**config.mk**
```make
export PLATFORM = sky130hd
export DESIGN_NAME = matrix_io_sequencer
export DESIGN_NICKNAME = d
export VERILOG_FILES = /design/src/rtl/matrix_io_sequencer.sv
export SDC_FILE = /design/constraint.sdc
export NUM_CORES = 1
export LEC_CHECK = 0
export ABC_CLOCK_PERIOD_IN_PS = 2300
export CORE_MARGIN = 4
export CORE_UTILIZATION = 45
export CTS_CLUSTER_DIAMETER = 80
export DETAILED_ROUTE_END_ITERATION = 6
export PLACE_DENSITY_LB_ADDON = 0.15
export SLEW_MARGIN = 10
export SYNTH_ARGS = -nofsm -noshare
export SYNTH_HDL_FRONTEND = slang
export SYNTH_SLANG_ARGS = --single-unit
```
**constraint.sdc**
```tcl
create_clock -name clk_i -period 2.3 [get_ports clk_i]
set_input_delay 0.46 -clock clk_i [delete_from_list [all_inputs] [get_ports clk_i]]
set_output_delay 0.46 -clock clk_i [all_outputs]
set_load 0.05 [all_outputs]
```
**src/rtl/matrix_io_sequencer.sv**
```systemverilog
// Load/capture/display sequencer between serial board inputs and a systolic array.
// Optional MATRIX_IO_SEQUENCER_REPLAY_EN adds replay_i to re-show the last buffered job.
module matrix_io_sequencer #(
    parameter int width_p        = 8,
    parameter int array_width_p  = 2,
    parameter int array_height_p = 2,
    parameter int num_inputs_p   = 8,
    parameter int dwell_cycles_p = 60000000,
    localparam int num_outputs   = array_width_p * array_height_p,
    localparam int idx_w         = (num_outputs > 1) ? $clog2(num_outputs) : 1
) (
`ifdef MATRIX_IO_SEQUENCER_REPLAY_EN
    input  logic               replay_i,
`endif
    input  logic               clk_i,
    input  logic               reset_n_i,
    input  logic               flush_i,
    input  logic               bit_valid_i,
    input  logic               bit_i,
    output logic               arr_valid_o,
    output logic [width_p-1:0] arr_data_o,
    input  logic               arr_ready_i,
    input  logic               res_valid_i,
    input  logic [width_p-1:0] res_data_i,
    output logic               res_yumi_o,
    output logic               disp_valid_o,
    output logic [width_p-1:0] disp_data_o,
    output logic [idx_w-1:0]   disp_index_o,
    output logic [1:0]         state_o
);

    localparam int bit_cnt_w  = $clog2(width_p + 1);
    localparam int word_cnt_w = $clog2(num_inputs_p + 1);
    localparam int wr_ptr_w   = $clog2(num_outputs + 1);
    localparam int dwell_w    = $clog2(dwell_cycles_p + 1);

    typedef enum logic [1:0] {
        ST_LOAD    = 2'd0,
        ST_COMPUTE = 2'd1,
        ST_DISPLAY = 2'd2
    } state_e;

    state_e                state_q, state_d;
    logic [width_p-1:0]    shift_q, shift_d;
    logic [bit_cnt_w-1:0]  bit_cnt_q, bit_cnt_d;
    logic                  arr_valid_q, arr_valid_d;
    logic [width_p-1:0]    arr_data_q, arr_data_d;
    logic [word_cnt_w-1:0] word_cnt_q, word_cnt_d;
    logic [width_p-1:0]    res_buf_q [num_outputs];
    logic [width_p-1:0]    res_buf_d [num_outputs];
    logic [wr_ptr_w-1:0]   wr_ptr_q, wr_ptr_d;
    logic [idx_w-1:0]      rd_ptr_q, rd_ptr_d;
    logic [dwell_w-1:0]    dwell_cnt_q, dwell_cnt_d;
    logic [width_p-1:0]    shift_next;
`ifdef MATRIX_IO_SEQUENCER_REPLAY_EN
    logic                  buf_valid_q, buf_valid_d;
`endif

    assign res_yumi_o   = (state_q == ST_COMPUTE) && res_valid_i;
    assign arr_valid_o  = arr_valid_q;
    assign arr_data_o   = arr_data_q;
    assign disp_valid_o = (state_q == ST_DISPLAY);
    assign disp_data_o  = disp_valid_o ? res_buf_q[rd_ptr_q] : '0;
    assign disp_index_o = rd_ptr_q;
    assign state_o      = state_q;

    always_comb begin
        state_d     = state_q;
        shift_d     = shift_q;
        bit_cnt_d   = bit_cnt_q;
        arr_valid_d = arr_valid_q;
        arr_data_d  = arr_data_q;
        word_cnt_d  = word_cnt_q;
        res_buf_d   = res_buf_q;
        wr_ptr_d    = wr_ptr_q;
        rd_ptr_d    = rd_ptr_q;
        dwell_cnt_d = dwell_cnt_q;
        shift_next  = (shift_q << 1) | width_p'(bit_i);
`ifdef MATRIX_IO_SEQUENCER_REPLAY_EN
        buf_valid_d = buf_valid_q;
`endif

        case (state_q)
            ST_LOAD: begin
                // A pending word blocks the shifter until the array takes it.
                if (arr_valid_q) begin
                    if (arr_ready_i) begin
                        arr_valid_d = 1'b0;
                        if (word_cnt_q == word_cnt_w'(num_inputs_p - 1)) begin
                            word_cnt_d = '0;
                            state_d    = ST_COMPUTE;
                        end else begin
                            word_cnt_d = word_cnt_q + word_cnt_w'(1);
                        end
                    end
                end else if (bit_valid_i) begin
`ifdef MATRIX_IO_SEQUENCER_REPLAY_EN
                    buf_valid_d = 1'b0;
`endif
                    if (bit_cnt_q == bit_cnt_w'(width_p - 1)) begin
                        arr_data_d  = shift_next;
                        arr_valid_d = 1'b1;
                        shift_d     = '0;
                        bit_cnt_d   = '0;
                    end else begin
                        shift_d   = shift_next;
                        bit_cnt_d = bit_cnt_q + bit_cnt_w'(1);
                    end
                end
`ifdef MATRIX_IO_SEQUENCER_REPLAY_EN
                else if (replay_i && buf_valid_q && (word_cnt_q == '0)) begin
                    state_d     = ST_DISPLAY;
                    rd_ptr_d    = '0;
                    dwell_cnt_d = '0;
                end
`endif
            end
            ST_COMPUTE: begin
                if (res_yumi_o) begin
                    res_buf_d[wr_ptr_q[idx_w-1:0]] = res_data_i;
                    if (wr_ptr_q == wr_ptr_w'(num_outputs - 1)) begin
                        wr_ptr_d = '0;
                        state_d  = ST_DISPLAY;
`ifdef MATRIX_IO_SEQUENCER_REPLAY_EN
                        buf_valid_d = 1'b1;
`endif
                    end else begin
                        wr_ptr_d = wr_ptr_q + wr_ptr_w'(1);
                    end
                end
            end
            ST_DISPLAY: begin
                if (dwell_cnt_q == dwell_w'(dwell_cycles_p - 1)) begin
                    dwell_cnt_d = '0;
                    if (rd_ptr_q == idx_w'(num_outputs - 1)) begin
                        rd_ptr_d = '0;
                        state_d  = ST_LOAD;
                    end else begin
                        rd_ptr_d = rd_ptr_q + idx_w'(1);
                    end
                end else begin
                    dwell_cnt_d = dwell_cnt_q + dwell_w'(1);
                end
            end
            default: state_d = ST_LOAD;
        endcase

        // Flush returns everything to the reset image, discarding any handshake.
        if (flush_i) begin
            state_d     = ST_LOAD;
            shift_d     = '0;
            bit_cnt_d   = '0;
            arr_valid_d = 1'b0;
            arr_data_d  = '0;
            word_cnt_d  = '0;
            res_buf_d   = '{default: '0};
            wr_ptr_d    = '0;
            rd_ptr_d    = '0;
            dwell_cnt_d = '0;
`ifdef MATRIX_IO_SEQUENCER_REPLAY_EN
            buf_valid_d = 1'b0;
`endif
        end
    end

    always_ff @(posedge clk_i or negedge reset_n_i) begin
        if (!reset_n_i) begin
            state_q     <= ST_LOAD;
            shift_q     <= '0;
            bit_cnt_q   <= '0;
            arr_valid_q <= 1'b0;
            arr_data_q  <= '0;
            word_cnt_q  <= '0;
            res_buf_q   <= '{default: '0};
            wr_ptr_q    <= '0;
            rd_ptr_q    <= '0;
            dwell_cnt_q <= '0;
`ifdef MATRIX_IO_SEQUENCER_REPLAY_EN
            buf_valid_q <= 1'b0;
`endif
        end else begin
            state_q     <= state_d;
            shift_q     <= shift_d;
            bit_cnt_q   <= bit_cnt_d;
            arr_valid_q <= arr_valid_d;
            arr_data_q  <= arr_data_d;
            word_cnt_q  <= word_cnt_d;
            res_buf_q   <= res_buf_d;
            wr_ptr_q    <= wr_ptr_d;
            rd_ptr_q    <= rd_ptr_d;
            dwell_cnt_q <= dwell_cnt_d;
`ifdef MATRIX_IO_SEQUENCER_REPLAY_EN
            buf_valid_q <= buf_valid_d;
`endif
        end
    end

endmodule

```
==> results by group <==
Setup path
  • Reg2Reg Depth: 6
  • CP max-delay cell: dfrtp_4
  • Critical setup path kind: flip-flop to primary output
  • Critical path arrival: about 1800 ps
  • Reg-to-reg startpoint: dwell_cnt_q[22]
  • Critical Path Fanout Max: 10
  • Worst stage delay on the critical path: 560 ps
  • CP cell instances: mux4_2 -> and2_4 -> buf_12
  • Worst r2r dst: disp_index_o[0]
  • Reg2Reg Setup Slack: ~150 ps
  • Critical Path RT: ~1800 ps
  • Startpoint types: flip-flop
  • CP endpoint kind: primary output

Clock tree
  • TritonCTS clock tree: done
  • CTS sink cnt: 89
  • Worst-Skew Late Latency: 360 ps
  • H-tree depth: 3
  • CTS Buf Count: 9
  • Clock root buffer: clkbuf_8
  • Clock transition at path regs: about 90 ps
  • CTS Buffer Depth: 2
  • Post-CTS Hold Buffers: 0

Global route
  • Largest net degree at the start of global routing: 56
  • Vias in the first global route: approximately 3800
  • Tot GR Track Use: 0.210
  • First-pass GRT wire length: 19.4 mm
  • Total grt overflow: 0
  • Antenna violations before repair: 0

Floorplan
  • Die height: 109 µm
  • I/O Pins: 38
  • DIE WIDTH: 109 µm
  • Initial Utilization: 0.465
  • FP Rows: 36
  • Die area: 0.0118 mm²
  • Core area: 0.00982 mm²

Logic synthesis
  • Post-synth EDFFs: 0
  • Syn avg cell area: ~9.6 µm²
  • Yosys reg bits: 89
  • Mapped Cells: 478
  • Synthesis Warnings: 0
  • Post-Synthesis Cell Area: about 0.0046 mm²
  • Primary FF master, synth: dfrtp_1
  • Mapped Nets: 501
  • Sequential share of the synthesized area: 0.487
  • Ys async rst share: 1.00
  • Yosys cell types: 55

Layout
  • Area growth from synthesis to layout: 22.5%
  • Multi-input gate area: approximately 0.0022 mm²
  • Layout fillers: about 910
  • Nets: between 500 and 600
  • Layout cells sized above 1: 0.186
  • Sequential cell area: ~0.0022 mm²
  • N_diodes: 0
  • Fin cells: 671
  • Final core occ: 0.570

Placement
  • Placer Congestion: 0.833
  • Dpl cells: 654
  • Pre-CTS WS: 29.3 ps
  • Post-detail-place hpwl: between 7 and 8 mm
  • Buffers added on ports: 37

Timing
  • Setup WS post-layout: 44.9 ps
  • Worst clock skew: 11.6 ps
  • Final period utilization: 0.980
  • Fin. max-slew vios: 0
  • Worst slew margin: 0.371
  • Fmax achieved: between 400 and 500 MHz
  • Final Setup Violations: 0
  • Worst slew pin tran: 944 ps
  • RSZ-0062 raised after global routing: true
  • Tmin final: 2260 ps
  • Final hold viol count: 0

Power and ir drop
  • Leakage power: 0.00238 µW
  • Pwr Density: 497 mW/mm²
  • Worst vdd ir: 0.262 mV

Routing
  • Final ANT Viol Nets: 0
  • Total routed wirelength: 11.4 mm
  • Routed length per instance: 17.0 µm
  • Detailed Routing Iterations Pass 1: 4
  • Via density: 5.69
  • Vias after detailed routing: 3819
  • # DRC: 0
  • Starting DRT DRC Count: 190

Worst hold path
  • Hold WC Path Type: input port to asynchronous set/reset pin

Flow run
  • # Max-Cap Violations: 0

Outcome
  • Outcome: finished clean
==> kinds of logic (layout without fill, tap and decap cells) <==
| kind of cell | count (synthesis) | count (layout) | share of synthesized area |
|---|---|---|---|
| adder cells (fa/ha/maj) | 8 | 8 | 0.0219 |
| AND/OR/NAND/NOR | 228 | 228 | 0.257 |
| AO/OA/AOI/OAI | 98 | 98 | 0.130 |
| flip-flops | 89 | 89 | 0.487 |
| XOR/XNOR | 7 | 7 | 0.0134 |
| multiplexers | 17 | 17 | 0.0597 |
| buffers and inverters | 31 | 91 | 0.0301 |
==> flip-flops by register name, indices dropped and copies added, names as in the netlist <==
| register | flops |
|---|---|
| dwell_cnt_q | 26 |
| wr_ptr_q | 3 |
| shift_q | 7 |
| res_buf_q | 32 |
| disp_index_o | 2 |
| arr_data_o | 8 |
| state_o | 2 |
| bit_cnt_q | 4 |
| word_cnt_q | 4 |
| arr_valid_o | 1 |
==> placed cells by master, fill, tap and decap left out, types with 8 or more instances in the layout <==
master             n
mux4_2             8
a21oi_1           47
dfrtp_1           86
nand2_1          103
clkdlybuf4s50_1   22
buf_4             33
a31oi_1           13
nor2_1            24
buf_12            13
clkbuf_8          11
nand3_1           16
nand4_1           11
nand2b_1          14
and2_4             8
ha_1               8
o21ai_0           13
a22o_1            10
==> power breakdown <==
part	switching, µW	total [µW]	internal, µW
Sequential	12.9	1590	1570
Combinational	102	158	55.9
Clock	577	1040	458
==> through the flow <==
stage | instance area (µm²) | TNS [ps] | hold slack (ps) | power, µW
floorplan | 4600 | 0 | 164 | 1680
global placement | 5380 | 0 | 442 | 1780
detailed placement | 5380 | 0 | 448 | 1780
CTS | 5580 | 0 | 46.9 | 2820
global route | 5600 | -48.7 | 66.6 | 2890
finish | 5600 | 0 | 51.1 | 2780
==> critical path: cells and delay by family, from the launching register on <==
family	cells	cell delay (ps)
flip-flops	1	560
AND/OR/NAND/NOR	1	190
multiplexers	1	560
buffers and inverters	1	140
==> metal layers <==
| metal | vias up | GRT usage | part of all wire |
|---|---|---|---|
| met5 | - | 0 | 0 |
| met4 | 0 | 0.0703 | 0.013 |
| li1 | 1803 | - | - |
| met3 | 16 | 0.0343 | 0.049 |
| met1 | 1892 | 0.300 | 0.46 |
| met2 | 108 | 0.327 | 0.48 |
==> worst max path at each step <==
stage	from	end	slack, ps	depth (start not counted)
floorplan	state_o[0]	disp_data_o[0]	30	7
global placement	res_valid_i	res_buf_q[1]	120	7
detailed placement	res_valid_i	res_buf_q[1]	30	7
CTS	state_o[0]	disp_valid_o	2	4
global route	disp_index_o[0]	disp_data_o[7]	-20	3
finish	disp_index_o[0]	disp_data_o[7]	40	3
==> area by class of cell <==
cell class                 count  share of cell area
clock buffer                  11              0.0270
clock inverter                 5             0.00693
inverter                       4             0.00335
multi-input combinational    358               0.399
sequential                    89               0.399
tap                          133              0.0297
timing repair buffer          71               0.135
==> synthesized netlist by cell type (4+ instances only) <==
library cell / number / share of area
o21ai_0: 13 / 0.014
a21o_1: 5 / 0.0082
nor3_1: 7 / 0.0077
buf_1: 4 / 0.0033
clkbuf_1: 18 / 0.015
nor2_1: 24 / 0.020
dfrtp_1: 89 / 0.49
ha_1: 8 / 0.022
and2_1: 15 / 0.021
nand2_1: 103 / 0.085
a21oi_1: 47 / 0.051
nand4_1: 11 / 0.015
mux2i_1: 7 / 0.015
xor2_1: 6 / 0.011
nand3_1: 16 / 0.018
and3_1: 5 / 0.0068
a31oi_1: 13 / 0.018
nand2b_1: 14 / 0.019
mux4_2: 8 / 0.039
a22o_1: 10 / 0.019
==> repair_timing <==
item                                    in CTS  in global routing
cloned                                       0                  0
gates resized for setup                      3                  4
setup buffers                                0                  1
endpoints found under the setup margin       9                 16
Note: power is estimated with default switching activity, not from simulation.
==> patch 1 (config.mk and constraints unchanged) <==
The option `MATRIX_IO_SEQUENCER_REPLAY_EN` is turned on by a define.
--- a/src/rtl/matrix_io_sequencer.sv
+++ b/src/rtl/matrix_io_sequencer.sv
@@ -1,5 +1,7 @@
 // Load/capture/display sequencer between serial board inputs and a systolic array.
 // Optional MATRIX_IO_SEQUENCER_REPLAY_EN adds replay_i to re-show the last buffered job.
+`define MATRIX_IO_SEQUENCER_REPLAY_EN
+
 module matrix_io_sequencer #(
     parameter int width_p        = 8,
     parameter int array_width_p  = 2,
Ports: changed (added replay_i); port bits go from 38 to 39. The function was not compared with the original's and may differ.
==> patch 1 against the unedited design <==
Routed wire length shrank 13%; register-to-register slack lost 0.07 ns; sequential cell count grew 1; global-route usage shrank 2.6 points; cell area shrank 1.5%; maximum frequency grew 1.1%; first-iteration DRC count shrank 34%; total power grew 7.0%; synthesized area shrank 2.0%; cell count shrank 1.5%; worst setup slack gained 0.025 ns; count of clock-buffer cells in the layout is the same; combinational power grew 16%.
==> patch 1: results <==
[run_status]
outcome = "completed"

[cells_and_area]
multi_input_comb_cells = 350
fillCellCount = 889
multi_input_area_um2 = 2120
bufAreaShareNonClock_pct = 13.1
inverters = 7
regArea_um2 = 2260
clk_share_pct = 3.97
drive_gt1_share_pct = 15.0
signal_buffers = 65
nets = 549

[worst_setup_path]
worst-path-max-fanout = 9
timing.rr.end = "dwell_cnt_q[6]$_DFFE_PN0P_"
cp-endpoint = "disp_data_o[4]"
reg2reg_from = "dwell_cnt_q[12]$_DFFE_PN0P_"
arrival_ns = 1.77
crit_start = "disp_index_o[0]$_DFFE_PN0P_"
r2r_setup_slack_ns = 0.08
reg2reg_depth = 7

[pwr]
p_leak_nw = 2.30
p_comb_share_pct = 6.2
switching_power_mw = 0.672
ir_drop_mv = 0.234

[routing]
avgViaCountPerCell = 5.20
wl_per_cell_um = 15.0
dr.pass1.iters = 5
num_vias = 3436
drt_iter0_drc = 126

[synth]
ys_seq_area_share_pct = 50.3
synthDistinctLibCells = 45
synthTopCellsByArea = "dfrtp_1 (50%), nand2_1 (8.5%), a21oi_1 (4.2%), xnor2_1 (4.1%), mux4_2 (4.0%)"
syn_nets = 495
ys_top_cells_by_count = "nand2_1 (102), dfrtp_1 (90), nor2_1 (40)"
synth_cells = 469

[placed_design]
port_buffers = 38
preCtsSetupSlack_ns = -0.0571
place_congestion = 0.795
hpwl_um = 6830

[timing]
setup_viol_count_final = 0
clock_skew_ns = 0.0107
max_freq_ghz = 0.448
timing.hold.ws_ns = 0.0908

[clocking]
cts_setup_buffers = 1
cts-resized-gates = 4

[grt]
track_usage_pct = 18.4
grt_pass1_wl_um = 17100
## patch 1: stage by stage
step                 TNS, ns  total power [mW]  utilization [%]  instance area, µm²
floorplan                  0              1.71                -                4480
global placement      -0.693              1.82             54.1                5260
detailed placement    -0.284              1.82             54.1                5260
CTS                        0              3.02             56.6                5510
global route        -0.00139              3.10             56.7                5520
finish                     0              2.97             56.7                5520
## patch 1: metal layers
metal  track usage (%)  routed length (µm)  vias to the layer above
li1                  -                   -                     1715
met1              24.4                4630                     1665
met2              30.2                4850                       43
met3              2.58                 314                       13
met4              7.84                 157                        0
met5                 0                   0                        -
## patch 1: kinds of logic (layout without fill, tap and decap cells)
logic type | count (synthesis) | after routing | share of synthesized area (%)
AOI/OAI and AO/OA | 74 | 74 | 9.89
xor gates and xnor gates | 23 | 23 | 4.50
adders and majority gates | 10 | 10 | 2.79
buffers and inverters | 29 | 88 | 2.77
DFF | 90 | 90 | 50.3
muxes | 10 | 10 | 4.47
and+or+nand+nor | 233 | 233 | 25.3
==> patch 2 (config.mk and constraints unchanged) <==
Made on the original files. Compare `dwell_cnt_q` against `dwell_w'(dwell_cycles_p - 1)` with >= in place of ==.
--- a/src/rtl/matrix_io_sequencer.sv
+++ b/src/rtl/matrix_io_sequencer.sv
@@ -130,7 +130,7 @@
                 end
             end
             ST_DISPLAY: begin
-                if (dwell_cnt_q == dwell_w'(dwell_cycles_p - 1)) begin
+                if (dwell_cnt_q >= dwell_w'(dwell_cycles_p - 1)) begin
                     dwell_cnt_d = '0;
                     if (rd_ptr_q == idx_w'(num_outputs - 1)) begin
                         rd_ptr_d = '0;
Function: no difference found for any inputs over 10 cycles, from zero or initial values and one cycle with reset_n_i low; that may be too few to reach the edited logic, so the function may still have changed.
==> patch 2 against the unedited design <==
Synthesized area grew 1.9%; total power shrank 0.95%; routed wire length shrank 3.6%; largest cell class is now multi-input gates; core utilization shrank 1.7 points; sequential cell count is the same; worst setup slack gained 0.0022 ns; cell area shrank 2.1%.
==> patch 2: results <==
[run_status]
outcome = "completed"

[placed_design]
hpwl_um = 7460
preCtsSetupSlack_ns = 0.108
place_congestion = 0.834
dp_cells = 658
post_dp_cell_area_um2 = 5230

[synth]
synthMuxAreaShare_pct = 5.46
synthTopCellsByArea = "dfrtp_1 (48%), nand2_1 (8.3%), a21oi_1 (4.2%), mux4_2 (3.9%), a31oi_1 (2.7%)"
syn_nets = 514
synthAdderAreaFrac_pct = 2.15
synth_cells = 491
synthDistinctLibCells = 55
ys_top_cells_by_count = "nand2_1 (103), dfrtp_1 (89), a21oi_1 (39)"
ys_seq_area_share_pct = 47.8
synth_compound_area_share_pct = 15.7
synth_xor_area_share_pct = 0.376

[timing]
clock_skew_ns = 0.0132
slew_headroom_pct = 41.4
period_share_pct = 97.9
timing.hold.ws_ns = 0.490

[routing]
wirelength_um = 11000
dr.pass1.iters = 6
drt_iter0_drc = 209
wl_per_cell_um = 16.2
avgViaCountPerCell = 5.56

[worst_setup_path]
timing.rr.end = "disp_index_o[0]$_DFFE_PN0P_"
reg2reg_from = "dwell_cnt_q[12]$_DFFE_PN0P_"
cp-endpoint = "disp_data_o[3]"
reg2reg_depth = 5
worst-path-max-fanout = 5
path_delay_family = "multiplexers"
max_stage_delay_ns = 0.52
cpMaxStageDelayCell = "mux4_2"

[clocking]
postCtsHoldBufs = 1
cts-htree-levels = 3
cts_buffer_depth = 2
cts_setup_buffers = 2
cts-resized-gates = 4
clock-root-buffer = "clkbuf_8"

[grt]
grt_pass1_wl_um = 18700
grt_pass1_vias = 3806
antenna_found_initial = 0
grt_start_max_net_pins = 46
track_usage_pct = 19.8

[pwr]
p_clk_share_pct = 36.8
switching_share_pct = 26.0
power_density_nw_per_um2 = 503
power_combinational_mw = 0.161
ir_drop_mv = 0.278
p_leak_nw = 2.29

[cells_and_area]
nets = 565
drive_gt1_share_pct = 15.4
antenna_cells = 0

[worst_hold_path]
whs_path_depth = 2
hp-class = "register to register"
hold-path-endpoint = "arr_data_o[0]$_DFFE_PN0P_"
[patch 2: changes by cell type in the layout (fill, tap and decap cells not counted), moves of 6 or more]
| cell | change |
|---|---|
| or4_1 | +8 |
| a21oi_1 | -8 |
| and2_4 | -8 |
| inv_1 | +9 |
| buf_12 | -10 |
| a31oi_1 | +7 |
| and2_1 | +6 |
[patch 2: metal layers]
layer / track usage, % / up-vias / routed length [µm]
li1: - / 1862 / -
met1: 27.3 / 1822 / 4860
met2: 32.3 / 86 / 5510
met3: 3.23 / 11 / 530
met4: 5.79 / 0 / 99
met5: 0 / - / 0
[patch 2: layout make-up]
class                           count  area [µm²]
Clock buffer                        9         124
Clock inverter                      7        53.8
Fill cell                         909        4430
Inverter                           12        48.8
Multi-Input combinational cell    362        2230
Sequential cell                    89        2230
Tap cell                          133         166
Timing Repair Buffer               67         612
Timing Repair inverter              1        7.51
